[src/rtl/register_file_if.sv]
// Bus between the writeback/operand-fetch stages and the register file.
// Carries write, dual read, clear-control and snapshot signals.
interface register_file_if #(
  parameter int WIDTH = 16,
  parameter int DEPTH = 8,
  parameter int AW    = 3
);
  logic                   we;
  logic [AW-1:0]          waddr;
  logic [WIDTH-1:0]       wdata;
  logic [AW-1:0]          raddr_a;
  logic [AW-1:0]          raddr_b;
  logic [WIDTH-1:0]       rdata_a;
  logic [WIDTH-1:0]       rdata_b;
  logic                   clr_start;
  logic                   busy;
  logic                   wr_err;
  logic [WIDTH*DEPTH-1:0] regs_flat;

  modport master (
    output we, waddr, wdata, raddr_a, raddr_b, clr_start,
    input  rdata_a, rdata_b, busy, wr_err, regs_flat
  );

  modport slave (
    input  we, waddr, wdata, raddr_a, raddr_b, clr_start,
    output rdata_a, rdata_b, busy, wr_err, regs_flat
  );
endinterface

[src/rtl/register_file.sv]
// DEPTH x WIDTH register file: one write port, two registered write-first read
// ports, a sequential clear-all engine and a flat snapshot of every entry.
module register_file #(
  parameter int WIDTH = 16,
  parameter int DEPTH = 8,
  parameter int AW    = 3
) (
  input  logic           clk,
  input  logic           rst,
  register_file_if.slave bus
);

  typedef enum logic {IDLE, CLEAR} state_t;

  localparam logic [AW-1:0] LAST = AW'(DEPTH - 1);

  state_t           state, next_state;
  logic [AW-1:0]    ptr, next_ptr;
  logic [WIDTH-1:0] regs [DEPTH];
  logic             wr_ok;
  logic [WIDTH-1:0] next_a, next_b;

  function automatic logic in_range(input logic [AW-1:0] a);
    return {{(32-AW){1'b0}}, a} < 32'(DEPTH);
  endfunction

  assign wr_ok    = bus.we && in_range(bus.waddr) && (state == IDLE);
  assign bus.busy = (state == CLEAR);

  always_ff @(posedge clk) begin
    if (rst) begin
      state <= IDLE;
      ptr   <= '0;
    end else begin
      state <= next_state;
      ptr   <= next_ptr;
    end
  end

  always_comb begin
    next_state = state;
    next_ptr   = ptr;
    case (state)
      IDLE: begin
        if (bus.clr_start) begin
          next_state = CLEAR;
          next_ptr   = '0;
        end
      end
      CLEAR: begin
        if (ptr == LAST) begin
          next_state = IDLE;
          next_ptr   = '0;
        end else begin
          next_ptr = ptr + AW'(1);
        end
      end
      default: begin
        next_state = IDLE;
        next_ptr   = '0;
      end
    endcase
  end

  // Priority, lowest first: stored value, clear of this entry, write bypass, range check.
  always_comb begin
    next_a = regs[bus.raddr_a];
    if ((state == CLEAR) && (ptr == bus.raddr_a)) next_a = '0;
    if (wr_ok && (bus.waddr == bus.raddr_a))      next_a = bus.wdata;
    if (!in_range(bus.raddr_a))                   next_a = '0;

    next_b = regs[bus.raddr_b];
    if ((state == CLEAR) && (ptr == bus.raddr_b)) next_b = '0;
    if (wr_ok && (bus.waddr == bus.raddr_b))      next_b = bus.wdata;
    if (!in_range(bus.raddr_b))                   next_b = '0;
  end

  always_ff @(posedge clk) begin
    if (rst) begin
      for (int i = 0; i < DEPTH; i++) regs[i] <= '0;
      bus.rdata_a <= '0;
      bus.rdata_b <= '0;
      bus.wr_err  <= 1'b0;
    end else begin
      if (wr_ok)           regs[bus.waddr] <= bus.wdata;
      if (state == CLEAR)  regs[ptr]       <= '0;
      bus.rdata_a <= next_a;
      bus.rdata_b <= next_b;
      bus.wr_err  <= bus.we && !wr_ok;
    end
  end

  always_comb begin
    bus.regs_flat = '0;
    for (int i = 0; i < DEPTH; i++) bus.regs_flat[i*WIDTH +: WIDTH] = regs[i];
  end

endmodule
[src/flat_wrapper.sv]
// flat-port wrapper written by rule: the top's interface ports become plain ports
module register_file_flat 
#(
  parameter int WIDTH = 16,
  parameter int DEPTH = 8,
  parameter int AW    = 3
)
  (clk, rst, bus_we, bus_waddr, bus_wdata, bus_raddr_a, bus_raddr_b, bus_clr_start, bus_rdata_a, bus_rdata_b, bus_busy, bus_wr_err, bus_regs_flat);
  register_file_if #(.WIDTH(WIDTH), .DEPTH(DEPTH), .AW(AW)) bus_i ();
  input  logic clk;
  input  logic rst;
  input wire logic [$bits(bus_i.we)-1:0] bus_we;
  input wire logic [$bits(bus_i.waddr)-1:0] bus_waddr;
  input wire logic [$bits(bus_i.wdata)-1:0] bus_wdata;
  input wire logic [$bits(bus_i.raddr_a)-1:0] bus_raddr_a;
  input wire logic [$bits(bus_i.raddr_b)-1:0] bus_raddr_b;
  input wire logic [$bits(bus_i.clr_start)-1:0] bus_clr_start;
  output wire logic [$bits(bus_i.rdata_a)-1:0] bus_rdata_a;
  output wire logic [$bits(bus_i.rdata_b)-1:0] bus_rdata_b;
  output wire logic [$bits(bus_i.busy)-1:0] bus_busy;
  output wire logic [$bits(bus_i.wr_err)-1:0] bus_wr_err;
  output wire logic [$bits(bus_i.regs_flat)-1:0] bus_regs_flat;
  assign bus_i.we = bus_we;
  assign bus_i.waddr = bus_waddr;
  assign bus_i.wdata = bus_wdata;
  assign bus_i.raddr_a = bus_raddr_a;
  assign bus_i.raddr_b = bus_raddr_b;
  assign bus_i.clr_start = bus_clr_start;
  assign bus_rdata_a = bus_i.rdata_a;
  assign bus_rdata_b = bus_i.rdata_b;
  assign bus_busy = bus_i.busy;
  assign bus_wr_err = bus_i.wr_err;
  assign bus_regs_flat = bus_i.regs_flat;
  register_file #(.WIDTH(WIDTH), .DEPTH(DEPTH), .AW(AW)) u_core (.clk(clk), .rst(rst), .bus(bus_i));
endmodule
[config.mk]
export PLATFORM = sky130hd
export DESIGN_NAME = register_file_flat
export DESIGN_NICKNAME = d
export VERILOG_FILES = /design/src/rtl/register_file_if.sv /design/src/rtl/register_file.sv /design/src/flat_wrapper.sv
export SDC_FILE = /design/constraint.sdc
export NUM_CORES = 1
export LEC_CHECK = 0
export CAP_MARGIN = 20
export CORE_AREA = 3 3 134 136
export DETAILED_ROUTE_END_ITERATION = 12
export DIE_AREA = 0 0 137 139
export PLACE_DENSITY = 0.85
export SLEW_MARGIN = 40
export SYNTH_ARGS = -nofsm -noshare
export SYNTH_HDL_FRONTEND = slang
export SYNTH_SLANG_ARGS = --single-unit
[constraint.sdc]
create_clock -name clk -period 4.69 [get_ports clk]
set_input_delay 0.938 -clock clk [delete_from_list [all_inputs] [get_ports clk]]
set_output_delay 0.938 -clock clk [all_outputs]
set_load 0.02 [all_outputs]
==> flow_metrics.py <==
metrics = {
    "run_status": {
        "status": "completed",
    },
    "power_and_ir_drop": {
        "total_power_mw": 3.77,
        "total_leakage_power_nw": 4.10,
        "power_density_mw_per_mm2": 352,
        "vdd_drop_max_mv": 0.329,
    },
    "worst_hold_path": {
        "whs_path_depth": 2,
        "hp-class": "flop to flop",
        "hp-start": "u_core.ptr[0]",
        "holdPathEnd": "u_core.ptr[0]",
    },
    "global_routing": {
        "grt_pass1_wl_um": 38100,
        "grt_pass1_vias": 6171,
        "grt_usage": 0.269,
        "grt_antenna_before_repair": 0,
        "grt_max_degree": 65,
        "overflow": 0,
    },
    "routing": {
        "wl_per_cell_um": 24.0,
        "remaining_drc_errors": 0,
        "num_vias": 6623,
        "drt_pass1_iterations": 5,
        "viasPerCell": 6.17,
        "drt_iter0_drc": 1008,
        "drtAntennaViolNets": 0,
        "wl_um": 25800,
    },
    "timing": {
        "fin_hold_ws_ps": 650,
        "slew_headroom": 0.411,
        "hold_viol_final": 0,
        "finClkSkew_ps": 7.65,
        "tns_ps": 0,
        "finalWorstSetupSlack_ps": 1280,
        "fmax_mhz": 293,
        "worstMarginPinSlew_ps": 880,
        "fin_crit_ps": 3410,
        "rsz0062_at_grt": "false",
        "drv_slew": 0,
        "finalCritPeriodShare": 0.728,
        "finalSetupViolCount": 0,
    },
    "worst_setup_path": {
        "crit_path_end_kind": "flop",
        "worst_path_max_delay_cell": "nand2b_1",
        "required_ps": 4750,
        "worst_r2r_path_depth": 4,
        "critical_path.startpoint_type": "primary input",
        "crit_arrival_ps": 3470,
        "r2r-start": "u_core.bus.busy",
        "path_cells": "buf_2 > buf_4 > nor2b_1 > or3_1 > o31ai_1 > nand2_1 > nand2b_1",
        "crit_fanout": 64,
        "path_class": "primary input to flop",
        "slowest_delay_ps": 740,
        "r2r_slack_ps": 1410,
        "reg2reg_to": "u_core.regs[3][11]",
    },
    "clock_network": {
        "cts_tree": "built",
        "post_cts_buffers": 0,
        "clockBufferDepth": 2,
        "h-tree-depth": 4,
        "clkSinkCount": 165,
        "clk_pin_slew_worst_paths_ps": 60,
        "clk_latency_ps": 430,
        "numCtsBuffers": 17,
        "cts.hold.buffers_added": 0,
        "cts-root-buf": "clkbuf_16",
        "cts_resized": 0,
    },
    "finish": {
        "final_cell_count_no_fill": 1074,
        "num_antenna_cells": 0,
        "layout-drive-gt1-share": 0.112,
        "register_area_mm2": 0.00458,
        "multi_input_area_mm2": 0.00329,
        "fin_nets": 867,
        "final_cell_area_mm2": 0.0107,
        "final_util": 0.627,
        "layout_common_cells": "clkdlybuf4s50_1, nor2_1, edfxtp_1",
        "final_common_cell": "clkdlybuf4s50_1",
        "n_fill_cell": 1282,
        "area_delta_synth_final_pct": 32.0,
    },
    "yosys": {
        "yosys_warnings": 0,
        "synth_compound_area_frac": 0.0722,
        "synth_top_area_share": 0.474,
        "synthSimpleGateAreaFrac": 0.120,
        "synth_edf_count": 128,
        "synthMuxAreaShare": 0.203,
        "synth.net_count": 698,
        "yosysSeqAreaShare": 0.566,
        "ys.flop_type": "edfxtp_1",
        "synth-async-reset-ratio": 0,
        "synth_cells": 667,
        "synth.cell_area_mm2": 0.00811,
        "synth.distinct_cells": 33,
        "synth.area.top_cells": "edfxtp_1, mux4_2, dfxtp_1",
        "ys_ff_latch": 165,
        "yosys.area_share.adder": 0.00309,
        "avgSynthCellArea_um2": 12.2,
        "synthXorXnorAreaFrac": 0.00648,
        "synth.largest_area_cell": "edfxtp_1",
        "synth_top_family_by_area": "multiplexers",
    },
    "floorplan": {
        "placementRows": 48,
        "die_w_um": 137,
        "start_util": 0.475,
        "dieHeight_um": 139,
        "core_mm2": 0.0171,
        "io-pin-count": 191,
        "dieArea_mm2": 0.0190,
    },
    "placed_design": {
        "portBuffers": 190,
        "dp_slack_ps": 895,
        "placed_cell_area_mm2": 0.0101,
        "dp_cells": 1042,
        "place_congestion": 0.909,
        "dpl.hpwl_um": 19400,
    },
    "job": {
        "drv_cap": 0,
    },
}
==> worst max-delay path: cells and delay by family <==
family                 cells  cell delay (ps)
AND/OR/NAND/NOR            4             1760
buffers and inverters      2              600
AO/OA/AOI/OAI              1              160
==> where the power goes <==
group          leakage [nW]  total, mW  switching (mW)  internal [mW]
clock network         0.277       1.35           0.576          0.779
logic                  2.19      0.666           0.370          0.296
registers              1.64       1.75          0.0817           1.67
==> flip-flops by register name, indices dropped and copies added, names as in the netlist <==
register / flops
u_core.regs: 128
u_core.bus.rdata_a: 16
u_core.bus.rdata_b: 16
u_core.ptr: 3
u_core.bus.busy: 1
u_core.bus.wr_err: 1
==> how the worst max path moves through the flow <==
stage	start	endpoint	slack, ps	depth (start not counted)
2_1_floorplan	rst	u_core.regs[5][0]	2000	6
3_3_place_gp	rst	u_core.regs[4][7]	980	7
3_5_place_dp	rst	u_core.regs[4][7]	890	7
5_1_grt	rst	u_core.regs[4][10]	1060	7
6_report	rst	u_core.regs[4][7]	1280	7
4_1_cts	rst	u_core.regs[4][7]	1330	7
==> area by class of cell <==
cell class,count,area share
Clock buffer,18,0.0401
Clock inverter,14,0.0125
Inverter,4,0.00140
Multi-Input combinational cell,449,0.307
Sequential cell,165,0.428
Tap cell,225,0.0263
Timing Repair Buffer,199,0.184
==> cell usage after synthesis, types with 2 or more instances <==
| library cell | count |
|---|---|
| nand2_1 | 30 |
| nor2_1 | 167 |
| inv_1 | 4 |
| nand2b_1 | 10 |
| and2_1 | 3 |
| mux2i_1 | 66 |
| o31ai_1 | 7 |
| mux4_2 | 34 |
| nor3_1 | 14 |
| dfxtp_1 | 37 |
| nor2b_1 | 5 |
| xnor2_1 | 6 |
| ha_1 | 2 |
| buf_1 | 7 |
| mux2_2 | 6 |
| mux2_4 | 10 |
| o21ai_0 | 30 |
| clkbuf_1 | 30 |
| buf_6 | 3 |
| a21o_1 | 12 |
| edfxtp_1 | 128 |
| buf_2 | 8 |
| a22oi_1 | 32 |
| nand3_1 | 3 |
| a21oi_1 | 5 |
==> cells by family (layout without fill, tap and decap cells) <==
| logic type | Yosys count | after routing |
|---|---|---|
| muxes | 116 | 116 |
| and+or+nand+nor | 236 | 236 |
| adders and majority gates | 2 | 2 |
| xor gates and xnor gates | 6 | 6 |
| AOI/OAI and AO/OA | 89 | 89 |
| buffers and inverters | 53 | 235 |
| DFF | 165 | 165 |
==> layer usage <==
layer	global-route usage	part of all wire	up-vias
met5	0	0	-
met4	0.0972	0.029	0
met3	0.0813	0.15	76
met2	0.388	0.45	589
met1	0.387	0.37	3162
li1	-	-	2796
Note: power is estimated with default switching activity, not from simulation.
